$ cat src/rtl/vga_timing_monitor_if.sv
// Sync input and recovered-timing output bundle of the VGA timing monitor.
// master = video source side, slave = monitor side.
interface vga_timing_monitor_if;
    logic       hsync_in;
    logic       vsync_in;
    logic       locked;
    logic [9:0] hpos_rx;
    logic [9:0] vpos_rx;
    logic       de_rx;
    logic       frame_start;
    logic       h_err;
    logic       v_err;
    logic [7:0] err_count;

    modport master (
        output hsync_in, vsync_in,
        input  locked, hpos_rx, vpos_rx, de_rx, frame_start, h_err, v_err, err_count
    );

    modport slave (
        input  hsync_in, vsync_in,
        output locked, hpos_rx, vpos_rx, de_rx, frame_start, h_err, v_err, err_count
    );
endinterface

$ cat src/rtl/vga_timing_monitor.sv
// Receive-side VGA timing checker: measures incoming sync timing against a
// fixed mode, locks after consecutive good frames and recovers pixel position.
module vga_timing_monitor #(
    parameter int H_ACTIVE    = 640,
    parameter int H_FRONT     = 16,
    parameter int H_SYNC      = 96,
    parameter int H_BACK      = 48,
    parameter int V_ACTIVE    = 480,
    parameter int V_FRONT     = 10,
    parameter int V_SYNC      = 2,
    parameter int V_BACK      = 33,
    parameter int LOCK_FRAMES = 2
) (
    input  logic                clk,
    input  logic                reset,
    vga_timing_monitor_if.slave vif
);
    localparam int H_TOTAL      = H_ACTIVE + H_FRONT + H_SYNC + H_BACK;
    localparam int V_TOTAL      = V_ACTIVE + V_FRONT + V_SYNC + V_BACK;
    localparam int H_SYNC_START = H_ACTIVE + H_FRONT;
    localparam int V_SYNC_START = V_ACTIVE + V_FRONT;

    localparam logic [10:0] LINE_LEN_C  = 11'(H_TOTAL);
    localparam logic [10:0] LINE_TMO_C  = 11'(2 * H_TOTAL);
    localparam logic [10:0] HSYNC_LEN_C = 11'(H_SYNC);
    localparam logic [10:0] CNT11_MAX_C = 11'h7FF;
    localparam logic [9:0]  FRAME_LEN_C = 10'(V_TOTAL);
    localparam logic [9:0]  VSYNC_LEN_C = 10'(V_SYNC);
    localparam logic [9:0]  CNT10_MAX_C = 10'h3FF;
    localparam logic [9:0]  HPOS_LAST_C = 10'(H_TOTAL - 1);
    localparam logic [9:0]  VPOS_LAST_C = 10'(V_TOTAL - 1);
    localparam logic [9:0]  HPOS_SYNC_C = 10'(H_SYNC_START);
    localparam logic [9:0]  VPOS_SYNC_C = 10'(V_SYNC_START);
    localparam logic [9:0]  H_VIS_C     = 10'(H_ACTIVE);
    localparam logic [9:0]  V_VIS_C     = 10'(V_ACTIVE);
    localparam logic [3:0]  LOCK_C      = 4'(LOCK_FRAMES);

    typedef enum logic [1:0] {SEARCH = 2'd0, TRACK = 2'd1, LOCKED = 2'd2} state_t;

    state_t      state_r, state_s;
    logic [3:0]  good_frames_r, good_frames_s;
    logic        hsync_d_r, vsync_d_r, h_seen_r, h_seen_s;
    logic [10:0] line_cnt_r, line_cnt_s, hwid_cnt_r, hwid_cnt_s;
    logic [9:0]  frame_lines_r, frame_lines_s, vwid_cnt_r, vwid_cnt_s;
    logic [9:0]  hpos_r, hpos_s, vpos_r, vpos_s;
    logic        locked_r, de_r, de_s, frame_start_r, frame_start_s;
    logic        h_err_r, h_err_s, v_err_r, v_err_s, err_any_s;
    logic [7:0]  err_count_r, err_count_s;
    logic        hrise_s, hfall_s, vrise_s, vfall_s, timeout_s, hwrap_s;

    // Measurement, error detection, lock FSM and position recovery next-state.
    always_comb begin
        hrise_s = vif.hsync_in & ~hsync_d_r;
        hfall_s = ~vif.hsync_in & hsync_d_r;
        vrise_s = vif.vsync_in & ~vsync_d_r;
        vfall_s = ~vif.vsync_in & vsync_d_r;

        if (hrise_s) begin
            line_cnt_s = 11'd1;
        end else if (line_cnt_r != CNT11_MAX_C) begin
            line_cnt_s = line_cnt_r + 11'd1;
        end else begin
            line_cnt_s = line_cnt_r;
        end

        if (!vif.hsync_in) begin
            hwid_cnt_s = 11'd0;
        end else if (hwid_cnt_r != CNT11_MAX_C) begin
            hwid_cnt_s = hwid_cnt_r + 11'd1;
        end else begin
            hwid_cnt_s = hwid_cnt_r;
        end

        // The line counter only passes the timeout value once before saturating.
        timeout_s = ~hrise_s & (line_cnt_r == LINE_TMO_C);
        h_err_s   = (hrise_s & h_seen_r & (line_cnt_r != LINE_LEN_C))
                  | (hfall_s & (hwid_cnt_r != HSYNC_LEN_C))
                  | timeout_s;

        if (timeout_s) begin
            h_seen_s = 1'b0;
        end else if (hrise_s) begin
            h_seen_s = 1'b1;
        end else begin
            h_seen_s = h_seen_r;
        end

        if (vrise_s) begin
            frame_lines_s = 10'd0;
        end else if (hrise_s && (frame_lines_r != CNT10_MAX_C)) begin
            frame_lines_s = frame_lines_r + 10'd1;
        end else begin
            frame_lines_s = frame_lines_r;
        end

        if (!vif.vsync_in) begin
            vwid_cnt_s = 10'd0;
        end else if (hrise_s && (vwid_cnt_r != CNT10_MAX_C)) begin
            vwid_cnt_s = vwid_cnt_r + 10'd1;
        end else begin
            vwid_cnt_s = vwid_cnt_r;
        end

        v_err_s   = (vrise_s & (state_r != SEARCH) & (frame_lines_r != FRAME_LEN_C))
                  | (vfall_s & (vwid_cnt_r != VSYNC_LEN_C));
        err_any_s = h_err_s | v_err_s;

        if (err_any_s && (err_count_r != 8'hFF)) begin
            err_count_s = err_count_r + 8'd1;
        end else begin
            err_count_s = err_count_r;
        end

        state_s       = state_r;
        good_frames_s = good_frames_r;
        case (state_r)
            SEARCH: begin
                if (vrise_s) begin
                    state_s       = TRACK;
                    good_frames_s = 4'd0;
                end else begin
                    state_s = SEARCH;
                end
            end
            TRACK: begin
                if (err_any_s) begin
                    state_s       = SEARCH;
                    good_frames_s = 4'd0;
                end else if (vrise_s) begin
                    good_frames_s = good_frames_r + 4'd1;
                    if ((good_frames_r + 4'd1) == LOCK_C) begin
                        state_s = LOCKED;
                    end else begin
                        state_s = TRACK;
                    end
                end else begin
                    state_s = TRACK;
                end
            end
            LOCKED: begin
                if (err_any_s) begin
                    state_s       = SEARCH;
                    good_frames_s = 4'd0;
                end else begin
                    state_s = LOCKED;
                end
            end
            default: begin
                state_s       = SEARCH;
                good_frames_s = 4'd0;
            end
        endcase

        // hpos is re-anchored to the sync start on every hsync rise.
        hwrap_s = ~hrise_s & (hpos_r == HPOS_LAST_C);
        if (hrise_s) begin
            hpos_s = HPOS_SYNC_C;
        end else if (hwrap_s) begin
            hpos_s = 10'd0;
        end else begin
            hpos_s = hpos_r + 10'd1;
        end

        if (vrise_s) begin
            vpos_s = VPOS_SYNC_C;
        end else if (hwrap_s) begin
            if (vpos_r == VPOS_LAST_C) begin
                vpos_s = 10'd0;
            end else begin
                vpos_s = vpos_r + 10'd1;
            end
        end else begin
            vpos_s = vpos_r;
        end

        de_s          = (state_s == LOCKED) & (hpos_s < H_VIS_C) & (vpos_s < V_VIS_C);
        frame_start_s = vrise_s & (state_r == LOCKED);
    end

    // State and output registers with synchronous reset.
    always_ff @(posedge clk) begin
        if (reset) begin
            state_r       <= SEARCH;
            good_frames_r <= 4'd0;
            hsync_d_r     <= 1'b0;
            vsync_d_r     <= 1'b0;
            h_seen_r      <= 1'b0;
            line_cnt_r    <= 11'd0;
            hwid_cnt_r    <= 11'd0;
            frame_lines_r <= 10'd0;
            vwid_cnt_r    <= 10'd0;
            hpos_r        <= 10'd0;
            vpos_r        <= 10'd0;
            locked_r      <= 1'b0;
            de_r          <= 1'b0;
            frame_start_r <= 1'b0;
            h_err_r       <= 1'b0;
            v_err_r       <= 1'b0;
            err_count_r   <= 8'd0;
        end else begin
            state_r       <= state_s;
            good_frames_r <= good_frames_s;
            hsync_d_r     <= vif.hsync_in;
            vsync_d_r     <= vif.vsync_in;
            h_seen_r      <= h_seen_s;
            line_cnt_r    <= line_cnt_s;
            hwid_cnt_r    <= hwid_cnt_s;
            frame_lines_r <= frame_lines_s;
            vwid_cnt_r    <= vwid_cnt_s;
            hpos_r        <= hpos_s;
            vpos_r        <= vpos_s;
            locked_r      <= (state_s == LOCKED);
            de_r          <= de_s;
            frame_start_r <= frame_start_s;
            h_err_r       <= h_err_s;
            v_err_r       <= v_err_s;
            err_count_r   <= err_count_s;
        end
    end

    assign vif.locked      = locked_r;
    assign vif.hpos_rx     = hpos_r;
    assign vif.vpos_rx     = vpos_r;
    assign vif.de_rx       = de_r;
    assign vif.frame_start = frame_start_r;
    assign vif.h_err       = h_err_r;
    assign vif.v_err       = v_err_r;
    assign vif.err_count   = err_count_r;
endmodule

$ cat src/flat_wrapper.sv
// flat-port wrapper written by rule: the top's interface ports become plain ports
module vga_timing_monitor_flat 
#(
    parameter int H_ACTIVE    = 640,
    parameter int H_FRONT     = 16,
    parameter int H_SYNC      = 96,
    parameter int H_BACK      = 48,
    parameter int V_ACTIVE    = 480,
    parameter int V_FRONT     = 10,
    parameter int V_SYNC      = 2,
    parameter int V_BACK      = 33,
    parameter int LOCK_FRAMES = 2
)
  (clk, reset, vif_hsync_in, vif_vsync_in, vif_locked, vif_hpos_rx, vif_vpos_rx, vif_de_rx, vif_frame_start, vif_h_err, vif_v_err, vif_err_count);
  vga_timing_monitor_if vif_i ();
  input  logic clk;
  input  logic reset;
  input wire logic [$bits(vif_i.hsync_in)-1:0] vif_hsync_in;
  input wire logic [$bits(vif_i.vsync_in)-1:0] vif_vsync_in;
  output wire logic [$bits(vif_i.locked)-1:0] vif_locked;
  output wire logic [$bits(vif_i.hpos_rx)-1:0] vif_hpos_rx;
  output wire logic [$bits(vif_i.vpos_rx)-1:0] vif_vpos_rx;
  output wire logic [$bits(vif_i.de_rx)-1:0] vif_de_rx;
  output wire logic [$bits(vif_i.frame_start)-1:0] vif_frame_start;
  output wire logic [$bits(vif_i.h_err)-1:0] vif_h_err;
  output wire logic [$bits(vif_i.v_err)-1:0] vif_v_err;
  output wire logic [$bits(vif_i.err_count)-1:0] vif_err_count;
  assign vif_i.hsync_in = vif_hsync_in;
  assign vif_i.vsync_in = vif_vsync_in;
  assign vif_locked = vif_i.locked;
  assign vif_hpos_rx = vif_i.hpos_rx;
  assign vif_vpos_rx = vif_i.vpos_rx;
  assign vif_de_rx = vif_i.de_rx;
  assign vif_frame_start = vif_i.frame_start;
  assign vif_h_err = vif_i.h_err;
  assign vif_v_err = vif_i.v_err;
  assign vif_err_count = vif_i.err_count;
  vga_timing_monitor #(.H_ACTIVE(H_ACTIVE), .H_FRONT(H_FRONT), .H_SYNC(H_SYNC), .H_BACK(H_BACK), .V_ACTIVE(V_ACTIVE), .V_FRONT(V_FRONT), .V_SYNC(V_SYNC), .V_BACK(V_BACK), .LOCK_FRAMES(LOCK_FRAMES)) u_core (.clk(clk), .reset(reset), .vif(vif_i));
endmodule
$ cat config.mk
export PLATFORM = sky130hd
export DESIGN_NAME = vga_timing_monitor_flat
export DESIGN_NICKNAME = d
export VERILOG_FILES = /design/src/rtl/vga_timing_monitor_if.sv /design/src/rtl/vga_timing_monitor.sv /design/src/flat_wrapper.sv
export SDC_FILE = /design/constraint.sdc
export NUM_CORES = 1
export LEC_CHECK = 0
export CELL_PAD_IN_SITES_DETAIL_PLACEMENT = 0
export CELL_PAD_IN_SITES_GLOBAL_PLACEMENT = 1
export CORE_ASPECT_RATIO = 1.1
export CORE_MARGIN = 5
export CORE_UTILIZATION = 47
export DETAILED_ROUTE_END_ITERATION = 10
export PLACE_DENSITY_LB_ADDON = 0.1
export SETUP_SLACK_MARGIN = 0.05
export SYNTH_ARGS = -nofsm -noshare
export SYNTH_HDL_FRONTEND = slang
export SYNTH_SLANG_ARGS = --single-unit
$ cat constraint.sdc
create_clock -name clk -period 7.3 [get_ports clk]
set_input_delay 1.825 -clock clk [delete_from_list [all_inputs] [get_ports clk]]
set_output_delay 1.825 -clock clk [all_outputs]
set_load 0.03 [all_outputs]
==> results of run 1 <==
synthesized netlist by cell type, drive strengths merged, types with 6 or more instances:
master,count
ha,14
inv,20
or3,7
a21oi,31
nand4,20
nor3,17
nand3,22
nor2,65
nor2b,7
a31oi,6
and3,14
clkbuf,13
o21ai,16
dfxtp,84
nand2,35
xor2,22
xnor2,22
final timing paths:
path | start | end | cells after the start
worst max-delay path | vif_vsync_in | u_core.vif.err_count[4] | 7
worst min-delay path | u_core.vif.hpos_rx[0] | u_core.vif.hpos_rx[0] | 1
worst max register to register | u_core.line_cnt_r[0] | u_core.vif.err_count[4] | 8
worst min register to register | u_core.vif.hpos_rx[0] | u_core.vif.hpos_rx[0] | 1
worst register-to-register path, cell delays in order (launching register included):
cell	delay [ps]
dfxtp_1	350
inv_1	110
ha_1	140
or4b_1	460
nor4_1	300
o32ai_1	180
nor3b_2	870
and3b_1	280
mux2_1	310
cell families (layout without fill, tap and decap cells):
group / count (synthesis) / in the layout / share of synthesized area (%)
AO/OA/AOI/OAI: 71 / 71 / 10.6
XOR/XNOR: 44 / 44 / 9.57
adder cells (fa/ha/maj): 14 / 14 / 4.35
buffers and inverters: 36 / 73 / 3.57
flip-flops: 84 / 84 / 41.8
multiplexers: 4 / 4 / 1.06
AND/OR/NAND/NOR: 222 / 222 / 29.0
flip-flops by register name (all words and copies together), names as in the netlist, 2 cells and up:
signal,cells
u_core.vif.hpos_rx,10
u_core.vif.vpos_rx,10
u_core.frame_lines_r,10
u_core.vif.err_count,8
u_core.vwid_cnt_r,10
u_core.good_frames_r,4
u_core.line_cnt_r,11
u_core.hwid_cnt_r,11
u_core.state_r,2
area by class of cell:
cell class | instances | share of cell area [%]
sequential | 84 | 36.2
tap | 111 | 2.99
inverter | 20 | 1.61
multi-input combinational | 355 | 47.3
clock buffer | 12 | 3.55
clock inverter | 4 | 0.484
timing repair buffer | 37 | 7.91
power groups by stage:
stage / clock, mW / combinational [mW] / sequential [mW]
after floorplan: 0 / 0.0435 / 0.504
after global placement: 0 / 0.0805 / 0.494
after detailed placement: 0 / 0.0815 / 0.494
after CTS: 0.324 / 0.0818 / 0.483
after global routing: 0.346 / 0.0894 / 0.486
final: 0.313 / 0.0802 / 0.483
cell usage in the layout (no fill, tap or decap), types with 2 or more instances in the layout:
cell type         n
nor3_1           17
a22oi_1           3
nand3_1          22
nor4_1            4
or3_1             7
nand4_1          20
and2_1            3
and4_1            4
nor4b_1           2
o21ai_0          16
nand3b_1          3
clkinv_2          3
a31oi_1           6
clkdlybuf4s50_1  36
nand2_1          35
mux2i_1           2
dfxtp_1          84
xnor2_1          22
or4b_1            2
nand2b_1          2
nor2_1           64
xor2_1           22
nand4b_1          4
clkbuf_8         12
or4_1             3
inv_1            20
nor2b_1           7
a22o_1            2
and3_1           14
nor3b_2           2
a21oi_1          31
ha_1             14
a211oi_1          2
layer usage:
| metal | wire length, um | share of wire, % | vias up | global-route usage, % |
|---|---|---|---|---|
| li1 | - | - | 1743 | - |
| met1 | 4080 | 48 | 1598 | 21.3 |
| met2 | 3960 | 47 | 53 | 28.1 |
| met3 | 304 | 3.6 | 11 | 3.32 |
| met4 | 127 | 1.5 | 0 | 5.56 |
| met5 | 0 | 0 | - | 0 |
metrics by stage:
stage                     util [%]  power [mW]
after global routing          55.6       0.921
after detailed placement      53.4       0.575
after global placement        53.4       0.574
after floorplan                  -       0.548
after CTS                     55.6       0.889
final                         55.6       0.876
==> flow_metrics.tcl, run 1 <==
set metrics [dict create \
    grtUsageTotal_pct 16.6 \
    ys.flop_type "dfxtp_1" \
    clock_latency_ps 350 \
    dp.final_hpwl_um 5980 \
    path_class "input pin to flip-flop" \
    grt_setup_unrepaired "false" \
    fill_cells 834 \
    hold_viol_final 0 \
    n_antenna_cell 0 \
    routedWlPerCell_um 13.6 \
    postCtsSetupRepairBufs 0 \
    ys_ff_latch 84 \
    cp_cell_sequence "clkdlybuf4s50_1 -> nand2b_1 -> nor2_1 -> a32oi_1 -> nor3b_2 -> and3b_1 -> mux2_1" \
    clkPwrFrac_pct 35.7 \
    postCtsHoldBufs 0 \
    layout-drive-gt1-share_pct 4.69 \
    drc 0 \
    maxSlewViolCount 0 \
    async_reset_ff_share_pct 0 \
    rows 35 \
    die_area_um2 10500 \
    end_kind "flip-flop" \
    antenna_found_initial 0 \
    cts_buffers 9 \
    cp.required_ps 7540 \
    status "complete, no violations" \
    synth_edf_count 0 \
    crit_path_start_kind "input pin" \
    grt_max_degree 26 \
    synth_warnings 0 \
    final_nets 525 \
    synth_area_per_cell_um2 8.47 \
    leakage_nw 1.64 \
    grt-ovfl-total 0 \
    htreeDepth 3 \
    post-place-cells 607 \
    gp_congestion 0.840 \
    fin_ws_ps 3080 \
    yosysTopAreaCell "dfxtp_1" \
    fin_crit_sh_pct 57.8 \
    cp_top_family "simple AND/OR/NAND/NOR gates" \
    wl_um 8470 \
    final_area_um2 4650 \
    slowest_stage "nor3b_2" \
    clkTransAtPathRegs_ps 90 \
    grt_pass1_vias 3132 \
    drt-pass1-iter-count 4 \
    syn-num-nets 493 \
    layout.area.seq_um2 1680 \
    tns_ps 0 \
    ioPinCount 37 \
    worst_slew_pin_slew_ps 1050 \
    stdcell_count 623 \
    pre_cts_slack_ps 2710 \
    slowest_delay_ps 880 \
    ir_worst_vdd_mv 0.0957 \
    postSynthCellCount 475 \
    seq_area_frac_synth_pct 41.8 \
    hold_path_class "flip-flop to flip-flop" \
    powerDensity_nw_per_um2 188 \
    hold_ws_ps 495 \
    fp.coreArea_um2 8360 \
    min_period_ps 4220 \
    clk_path_buf_depth 2 \
    clock_sinks 84 \
    multi_input_area_um2 2200 \
    switching_share_pct 25.8 \
    max_freq_ghz 0.237 \
    cap_violations 0 \
    ys_top_cells_by_area "dfxtp_1 42%, nor2_1 6.0%, xnor2_1 4.8%" \
    switching_power_mw 0.226 \
    path_max_fanout 20 \
    initialDrtViolationCount 122 \
    cts_root_buffer "clkbuf_8" \
    yosysUniqueCellTypes 54 \
    portBuffers 36 \
    tritoncts "yes" \
    die_w_um 98.2 \
    ant_nets 0 \
    cts_resized 0 \
    yosysTopAreaCellShare_pct 41.8 \
    fin_worst_skew_ps 10.9 \
    syn2layout_area_growth_pct 15.5 \
    start_util_pct 48.1 \
    slew_headroom_pct 29.6 \
    viasPerCell 5.47 \
    r2r_slack_ps 4200 \
    power_frac_seq_pct 55.2 \
    critical_path_arrival_ps 4460 \
    fp.dieH_um 107 \
    grt_pass1_wl_um 14600 \
    p_int_mw 0.650 \
    placed_cell_area_um2 4460 \
    setup_viol 0 \
    crit_buf_inv 1 \
    netlist_area_um2 4030 \
    p_comb_share_pct 9.2 \
    vias 3405 \
]
Note: power is estimated with default switching activity, not from simulation.
==> run 2: changes to the inputs <==
--- a/config.mk
+++ b/config.mk
@@ -9,7 +9,7 @@
 export CELL_PAD_IN_SITES_GLOBAL_PLACEMENT = 1
 export CORE_ASPECT_RATIO = 1.1
 export CORE_MARGIN = 5
-export CORE_UTILIZATION = 47
+export CORE_UTILIZATION = 39
 export DETAILED_ROUTE_END_ITERATION = 10
 export PLACE_DENSITY_LB_ADDON = 0.1
 export SETUP_SLACK_MARGIN = 0.05
==> constraint.sdc (replaced) <==
create_clock -name clk -period 3.5 [get_ports clk]
set_input_delay 0.875 -clock clk [delete_from_list [all_inputs] [get_ports clk]]
set_output_delay 0.875 -clock clk [all_outputs]
set_load 0.03 [all_outputs]
==> run 2 against run 1 <==
Compared with the run above: cell count rose by 2.9%; first-iteration DRC count is 3.3% higher; critical endpoint is now u_core.vif.de_rx; largest cell class unchanged; largest power group unchanged; total power grew 140%; clock power grew to 3.1 times the previous value; critical path depth grew 2.
==> flow_metrics.tcl, run 2 (same netlist as run 1, synthesis figures left out) <==
set metrics [dict create \
    hold_path_class "flip-flop to flip-flop" \
    rows 39 \
    grt_setup_unrepaired "false" \
    die_w_um 107 \
    post-place-cells 625 \
    vias 3361 \
    drc 0 \
    end_kind "flip-flop" \
    crit_buf_inv 2 \
    postCtsSetupRepairBufs 0 \
    powerDensity_nw_per_um2 443 \
    worst_slew_pin_slew_ps 748 \
    grt_max_degree 25 \
    ant_nets 0 \
    status "complete, no violations" \
    cts_buffers 9 \
    syn2layout_area_growth_pct 19.9 \
    cpMostUsedCell "nor3b_2" \
    ioPinCount 37 \
    stdcell_count 641 \
    final_cell_mix "84 x dfxtp_1, 64 x nor2_1, 36 x clkdlybuf4s50_1" \
    gp_congestion 0.777 \
    hold_ws_ps 490 \
    top_regs "u_core.hwid_cnt_r: 11 flops, u_core.line_cnt_r: 11 flops" \
    pre_cts_slack_ps 531 \
    cts_resized 0 \
    fp.dieH_um 117 \
    dp.final_hpwl_um 6180 \
    start_util_pct 39.3 \
    cts_root_buffer "clkbuf_16" \
    fin_ws_ps 786 \
    fp.coreArea_um2 10200 \
    drt-pass1-iter-count 4 \
    ir_worst_vdd_mv 0.199 \
    maxSlewViolCount 0 \
    grt-ovfl-total 0 \
    fill_cells 1018 \
    layout-drive-gt1-share_pct 5.79 \
    antenna_found_initial 0 \
    slowest_stage "or4b_1" \
    critical_path_arrival_ps 2950 \
    n_antenna_cell 0 \
    portBuffers 36 \
    path_class "flip-flop to flip-flop" \
    fin_worst_skew_ps 8.66 \
    cap_violations 0 \
    min_period_ps 2710 \
    slowest_delay_ps 470 \
    clkTransAtPathRegs_ps 70 \
    clk_path_buf_depth 2 \
    fin_crit_sh_pct 77.5 \
    final_nets 531 \
    cp_cell_sequence "inv_1 -> ha_1 -> or4b_1 -> nor4_1 -> o32ai_1 -> nor3b_2 -> buf_4 -> nor3b_2 -> nor4b_1" \
    tritoncts "yes" \
    total_power_mw 2.14 \
    leakage_nw 1.72 \
    crit_path_start_kind "flip-flop" \
    cp_top_family "simple AND/OR/NAND/NOR gates" \
    path_max_fanout 20 \
    max_freq_ghz 0.369 \
    setup_viol 0 \
    grt_pass1_vias 3198 \
    tns_ps 0 \
    viasPerCell 5.24 \
    mostFrequentLayoutCell "dfxtp_1" \
    clock_latency_ps 340 \
    die_area_um2 12500 \
    grtUsageTotal_pct 14.9 \
    final_area_um2 4830 \
    grt_pass1_wl_um 15000 \
    routedWlPerCell_um 13.4 \
    cp.required_ps 3730 \
    initialDrtViolationCount 126 \
    wl_um 8600 \
    slew_headroom_pct 49.7 \
    utilization_pct 47.1 \
    placed_cell_area_um2 4520 \
    postCtsHoldBufs 0 \
    htreeDepth 3 \
    clock_sinks 84 \
    hold_viol_final 0 \
]
run 2: where the power goes:
| part | internal [mW] | total (mW) | leakage, nW | switching [mW] |
|---|---|---|---|---|
| registers | 0.980 | 1.01 | 0.683 | 0.0298 |
| logic | 0.0710 | 0.174 | 0.888 | 0.103 |
| clock network | 0.571 | 0.956 | 0.144 | 0.385 |
| total | 1.62 | 2.14 | 1.72 | 0.518 |
run 2: layer usage:
| layer | track usage, % | part of all wire [%] | vias up | wire (um) |
|---|---|---|---|---|
| met2 | 24.1 | 45 | 44 | 3910 |
| li1 | - | - | 1758 | - |
| met3 | 2.76 | 3.8 | 13 | 325 |
| met4 | 7.76 | 2.3 | 0 | 197 |
| met1 | 19.1 | 48 | 1546 | 4160 |
| met5 | 0 | 0 | - | 0 |
run 2: final cells by class:
type                    instances  area, um^2  area share (%)
well taps                     123         154            3.19
clock inverters                 6        63.8            1.32
repair buffers                 43         413            8.56
clock buffers                  10         239            4.95
multi-input cells             355        2200            45.6
inverters                      20        75.1            1.56
flip-flops and latches         84        1680            34.8
run 2: path summary, 6_finish.rpt:
path                    startpoint                    end  slack (ps)  cells after the start
max reg2reg   u_core.line_cnt_r[0]       u_core.vif.de_rx         790                      9
min reg2reg  u_core.vif.hpos_rx[0]  u_core.vif.hpos_rx[0]         490                      1
min          u_core.vif.hpos_rx[0]  u_core.vif.hpos_rx[0]         490                      1
max           u_core.line_cnt_r[0]       u_core.vif.de_rx         790                      9
run 2: worst reg2reg max path, stage by stage, from the launching register on:
cell	delay (ps)
dfxtp_1	350
inv_1	100
ha_1	140
or4b_1	470
nor4_1	420
o32ai_1	190
nor3b_2	180
buf_4	240
nor3b_2	240
nor4b_1	280
==> RTL edit 1 (config.mk and constraints of run 2) <==
`V_ACTIVE` is set to 480 in 2 places; all go to 256.
--- a/src/rtl/vga_timing_monitor.sv
+++ b/src/rtl/vga_timing_monitor.sv
@@ -6,5 +6,5 @@
     parameter int H_SYNC      = 96,
     parameter int H_BACK      = 48,
-    parameter int V_ACTIVE    = 480,
+    parameter int V_ACTIVE    = 256,
     parameter int V_FRONT     = 10,
     parameter int V_SYNC      = 2,
--- a/src/flat_wrapper.sv
+++ b/src/flat_wrapper.sv
@@ -6,5 +6,5 @@
     parameter int H_SYNC      = 96,
     parameter int H_BACK      = 48,
-    parameter int V_ACTIVE    = 480,
+    parameter int V_ACTIVE    = 256,
     parameter int V_FRONT     = 10,
     parameter int V_SYNC      = 2,
Check against the original RTL: not equivalent (a bounded check fails within 4 cycles, from zero or initial values and one cycle with reset high).
==> RTL edit 1 against run 2 <==
Routed wire length decreased by 1.0%. Power decreased by 11%. Hold slack got worse by 5.9 ps. Via count decreased by 0.51%. Sequential share of layout area increased by 0.76 points. Count of clock-buffer cells in the layout unchanged. Non-clock buffer count decreased by 2. Final area decreased by 2.1%. Global-route usage decreased by 0.49 points. Worst setup slack improved by 45 ps. Sequential cell count unchanged. Synthesized area decreased by 0.37%. Largest cell class unchanged. Largest power group unchanged.
==> RTL edit 1: results (changes against run 2) <==
Routing
  • Vias: 3344 (-0.51%)
  • WL final: 8510 um (-1.0%)
  • Drt first-iter violations: 87 (-31%)

Clock network
  • Num CTS Buffers: 9 (unchanged)
  • Clock Pin Slew Worst Setup and Hold Paths: 90 ps (+20 ps)
  • Root buffer cell: clkbuf_8

Synth
  • Register area share after synthesis: 0.419 (+0.00156)
  • Synth Area in Compound Gates: 0.130 (+0.0238)
  • Post-synth cell types: 51 (-5.6%)
  • Dominant cells by area after synthesis: dfxtp_1 (42%), nor2_1 (6.3%), xor2_1 (5.0%)
  • Synth cell count leaders: dfxtp_1 (84), nor2_1 (67), a21oi_1 (34), nand2_1 (32), inv_1 (24)
  • Synth Area in Adders: 0.0437 (+0.000163)

Worst setup path
  • Crit-path slowest cell: or4_1
  • Reg2reg setup slack: 830 ps (+50 ps)
  • CP endpoint: u_core.vif.err_count[4]
  • Crit-path max cell delay: 570 ps (+100 ps)
  • R2R depth: 8 (-1)
  • Crit Path Max Fanout: 5 (-75%)
  • Critical path arrival: 2920 ps (-30 ps)

Run
  • Max Cap Viol: 0 (unchanged)

Power and ir drop
  • P_sw: 0.000457 W (-12%)
  • VDD IR max: 0.197 mV (-0.69%)
  • Leak Pwr: 1.64 nW (-4.5%)

Global routing
  • Gr usage total: 0.144 (-0.00493)
  • Vias in the first global route: 3150 (-1.5%)
  • Global-route wire length before repair: 14800 um (-1.7%)

Layout
  • Final nets: 530 (-0.19%)
  • Share of cells above drive strength 1: 0.0524 (-0.00549)

Outcome
  • Status: finished, final reports clean

Place
  • Placer Congestion: 0.793 (+2.1%)
  • Pre-CTS WS: 538 ps (+7.11 ps)
  • Detailed Place HPWL: 6240 um (+1.0%)

STA
  • Layout Skew: 13.4 ps (+4.74 ps)
[RTL edit 1: layout make-up]
class	instances	area [um2]
Timing Repair Buffer	41	398
Sequential cell	84	1680
Clock buffer	10	138
Tap cell	120	150
Clock inverter	4	75.1
Inverter	24	90.1
Multi-Input combinational cell	352	2190
Fill cell	996	5260
[RTL edit 1: cell families after synthesis]
family,count (synthesis)
AOI/OAI and AO/OA,82
and+or+nand+nor,214
muxes,1
buffers and inverters,38
adders and majority gates,14
DFF,84
xor gates and xnor gates,41
[RTL edit 1: worst min-delay path by stage]
| stage | start | end | slack [ps] | cells past startpoint |
|---|---|---|---|---|
| 4_1_cts | u_core.good_frames_r[3] | u_core.good_frames_r[3] | 490 | 2 |
| 6_report | u_core.vif.hpos_rx[0] | u_core.vif.hpos_rx[0] | 480 | 1 |
| 2_1_floorplan | u_core.hwid_cnt_r[8] | u_core.hwid_cnt_r[8] | 450 | 1 |
| 5_1_grt | u_core.hwid_cnt_r[8] | u_core.hwid_cnt_r[8] | 530 | 1 |
| 3_5_place_dp | u_core.vif.hpos_rx[0] | u_core.vif.hpos_rx[0] | 470 | 1 |
| 3_3_place_gp | u_core.vif.hpos_rx[0] | u_core.vif.hpos_rx[0] | 460 | 1 |
[RTL edit 1: worst max-delay path: cells and delay by family (launching register included)]
family	cells	cell delay, ps
adder cells (fa/ha/maj)	1	140
AO/OA/AOI/OAI	3	760
AND/OR/NAND/NOR	3	1250
buffers and inverters	1	80
flip-flops	1	370
[RTL edit 1: per-stage QoR]
stage	area, um2	cells	hold WS [ps]	utilization
floorplan	4010	474	454	-
finish	4720	635	484	0.473
global placement	4510	621	459	0.452
global route	4720	635	531	0.473
CTS	4720	635	492	0.473
detailed placement	4510	621	471	0.452
[RTL edit 1: per-layer routing]
| layer | track usage | vias up | routed length [um] |
|---|---|---|---|
| li1 | - | 1740 | - |
| met1 | 0.191 | 1550 | 4180 |
| met2 | 0.239 | 46 | 3950 |
| met3 | 0.0249 | 8 | 279 |
| met4 | 0.0486 | 0 | 102 |
| met5 | 0 | - | 0 |
[RTL edit 1: power groups by stage]
stage	logic (W)	registers, W	clock network [W]
6_report	0.000155	0.000999	0.000752
5_1_grt	0.000174	0.00100	0.000812
4_1_cts	0.000158	0.000999	0.000780
3_5_place_dp	0.000158	0.00102	0
3_3_place_gp	0.000157	0.00102	0
2_1_floorplan	0.0000857	0.00104	0
==> RTL edit 2 (config.mk and constraints of run 2) <==
Without the edit above. Encoding of `state_t`: now one-hot (3 bits for 3 states).
--- a/src/rtl/vga_timing_monitor.sv
+++ b/src/rtl/vga_timing_monitor.sv
@@ -36,5 +36,5 @@
     localparam logic [3:0]  LOCK_C      = 4'(LOCK_FRAMES);
 
-    typedef enum logic [1:0] {SEARCH = 2'd0, TRACK = 2'd1, LOCKED = 2'd2} state_t;
+    typedef enum logic [2:0] {SEARCH = 3'b001, TRACK = 3'b010, LOCKED = 3'b100} state_t;
 
     state_t      state_r, state_s;
Behaviour: no difference found for any inputs over 4 cycles, from zero or initial values and one cycle with reset high; so few cycles prove little.
==> RTL edit 2 against run 2 <==
Clock power grew 3.0%. Power is 2.2% higher. Critical path depth shrank 1. Utilization increased by 0.66 points. Routed wire length grew 4.0%. Hold slack better by 6.8 ps. Synthesized area grew 1.6%. Worst setup slack improved by 19 ps. Final area is 2.4% higher. Maximum frequency up 0.72%. Sequential cell count grew 1. Final cell count grew 4.4%. Critical path type is now in -> reg. Critical endpoint unchanged. Largest cell class unchanged. Highest routed layer unchanged.
==> RTL edit 2: results (changes against run 2) <==
Outcome
  • Status: finished, final reports clean

Routing
  • DR WL met2: 4370 um (+12%)
  • WL final: 8940 um (+4.0%)
  • WL met1: 4250 um (+2.2%)
  • Metal3 WL: 267 um (-18%)
  • Drt first-iter violations: 98 (-22%)

Place
  • Detailed Place HPWL: 6570 um (+6.3%)
  • Cell count after placement: 653 (+4.5%)
  • Placer Congestion: 0.772 (-0.61%)
  • Dpl cell area: 4630 um2 (+2.4%)

Worst setup path
  • R2R Path End: u_core.vif.err_count[3]
  • Crit-path max cell delay: 600 ps (+130 ps)
  • Reg2reg setup slack: 810 ps (+20 ps)
  • Crit-path slowest cell: or4_1
  • Crit Path Max Fanout: 5 (-75%)
  • CP Launch Point: vif_hsync_in
  • Critical path arrival: 2900 ps (-50 ps)

STA
  • Layout Skew: 6.30 ps (-2.36 ps)
  • Clock period minus final worst setup slack: 2690 ps (-19.5 ps)
  • Measured slew at the worst slew-check pin: 1000 ps (+255 ps)

Layout
  • Final nets: 539 (+1.5%)
  • # fillers: 1055 (+3.6%)
  • Multi-input logic area: 2240 um2 (+2.0%)
  • Share of cells above drive strength 1: 0.0627 (+0.00482)
  • Final Non-Filler Cells: 669 (+4.4%)
  • # diodes: 0 (unchanged)

Global routing
  • Vias in the first global route: 3229 (+0.97%)
  • Gr usage total: 0.146 (-0.00327)
  • Largest net degree at the start of global routing: 36 (+44%)
  • Global-route wire length before repair: 15100 um (+0.41%)

Synth
  • Register area share after synthesis: 0.416 (-0.00162)
  • Post-synth cell types: 59 (+9.3%)
  • Synthesized instance count: 480 (+1.1%)
  • Synth cell count leaders: dfxtp_1 (85), nor2_1 (70), a21oi_1 (30), nand2_1 (29), nand3_1 (24)
  • Syn_nets: 498 (+1.0%)
  • Dominant cells by area after synthesis: dfxtp_1 (42%), nor2_1 (6.4%), xor2_1 (4.9%)

Min path
  • Hold Crit Endpoint: u_core.good_frames_r[3]

Power and ir drop
  • VDD IR max: 0.184 mV (-7.6%)
  • Leak Pwr: 1.73 nW (+1.1%)
[RTL edit 2: cell count changes after synthesis, sizes merged, moves of 4 or more]
cell    change
and3        -4
nand2       -6
nand2b     +10
nor2        +6
nor3        -4
o21ai       +4
xnor2       -6
[RTL edit 2: report_power, final]
group          switching [W]  internal [W]  total [W]
combinational       0.000108     0.0000750   0.000183
sequential         0.0000280      0.000991    0.00102
clock               0.000360      0.000625   0.000985
[RTL edit 2: worst reg2reg max path, stage by stage, from the launching register on]
cell,delay [ps]
dfxtp_1,350
inv_1,90
ha_1,130
or4b_4,450
or4_4,520
nor2_4,110
nor3b_2,60
buf_4,170
nor4b_1,330
mux2_1,360
[RTL edit 2: cell type report]
type,instances,share of cell area
inverters,19,0.0144
multi-input cells,360,0.454
flip-flops and latches,85,0.344
clock inverters,4,0.0147
well taps,143,0.0362
repair buffers,46,0.0881
clock buffers,12,0.0479
[RTL edit 2: cells by family (layout without fill, tap and decap cells)]
group | count (synthesis) | in the layout | synth area share
buf+inv | 35 | 81 | 0.0352
fa+ha+maj | 14 | 14 | 0.0428
xor+xnor | 39 | 39 | 0.0835
simple gates | 226 | 226 | 0.293
mux | 5 | 5 | 0.0129
compound gates | 76 | 76 | 0.117
flops | 85 | 85 | 0.416
[RTL edit 2: layer usage]
| metal | vias to the layer above | GRT usage |
|---|---|---|
| met4 | 0 | 0.0418 |
| met1 | 1591 | 0.180 |
| met2 | 33 | 0.247 |
| li1 | 1782 | - |
| met3 | 2 | 0.0396 |
| met5 | - | 0 |
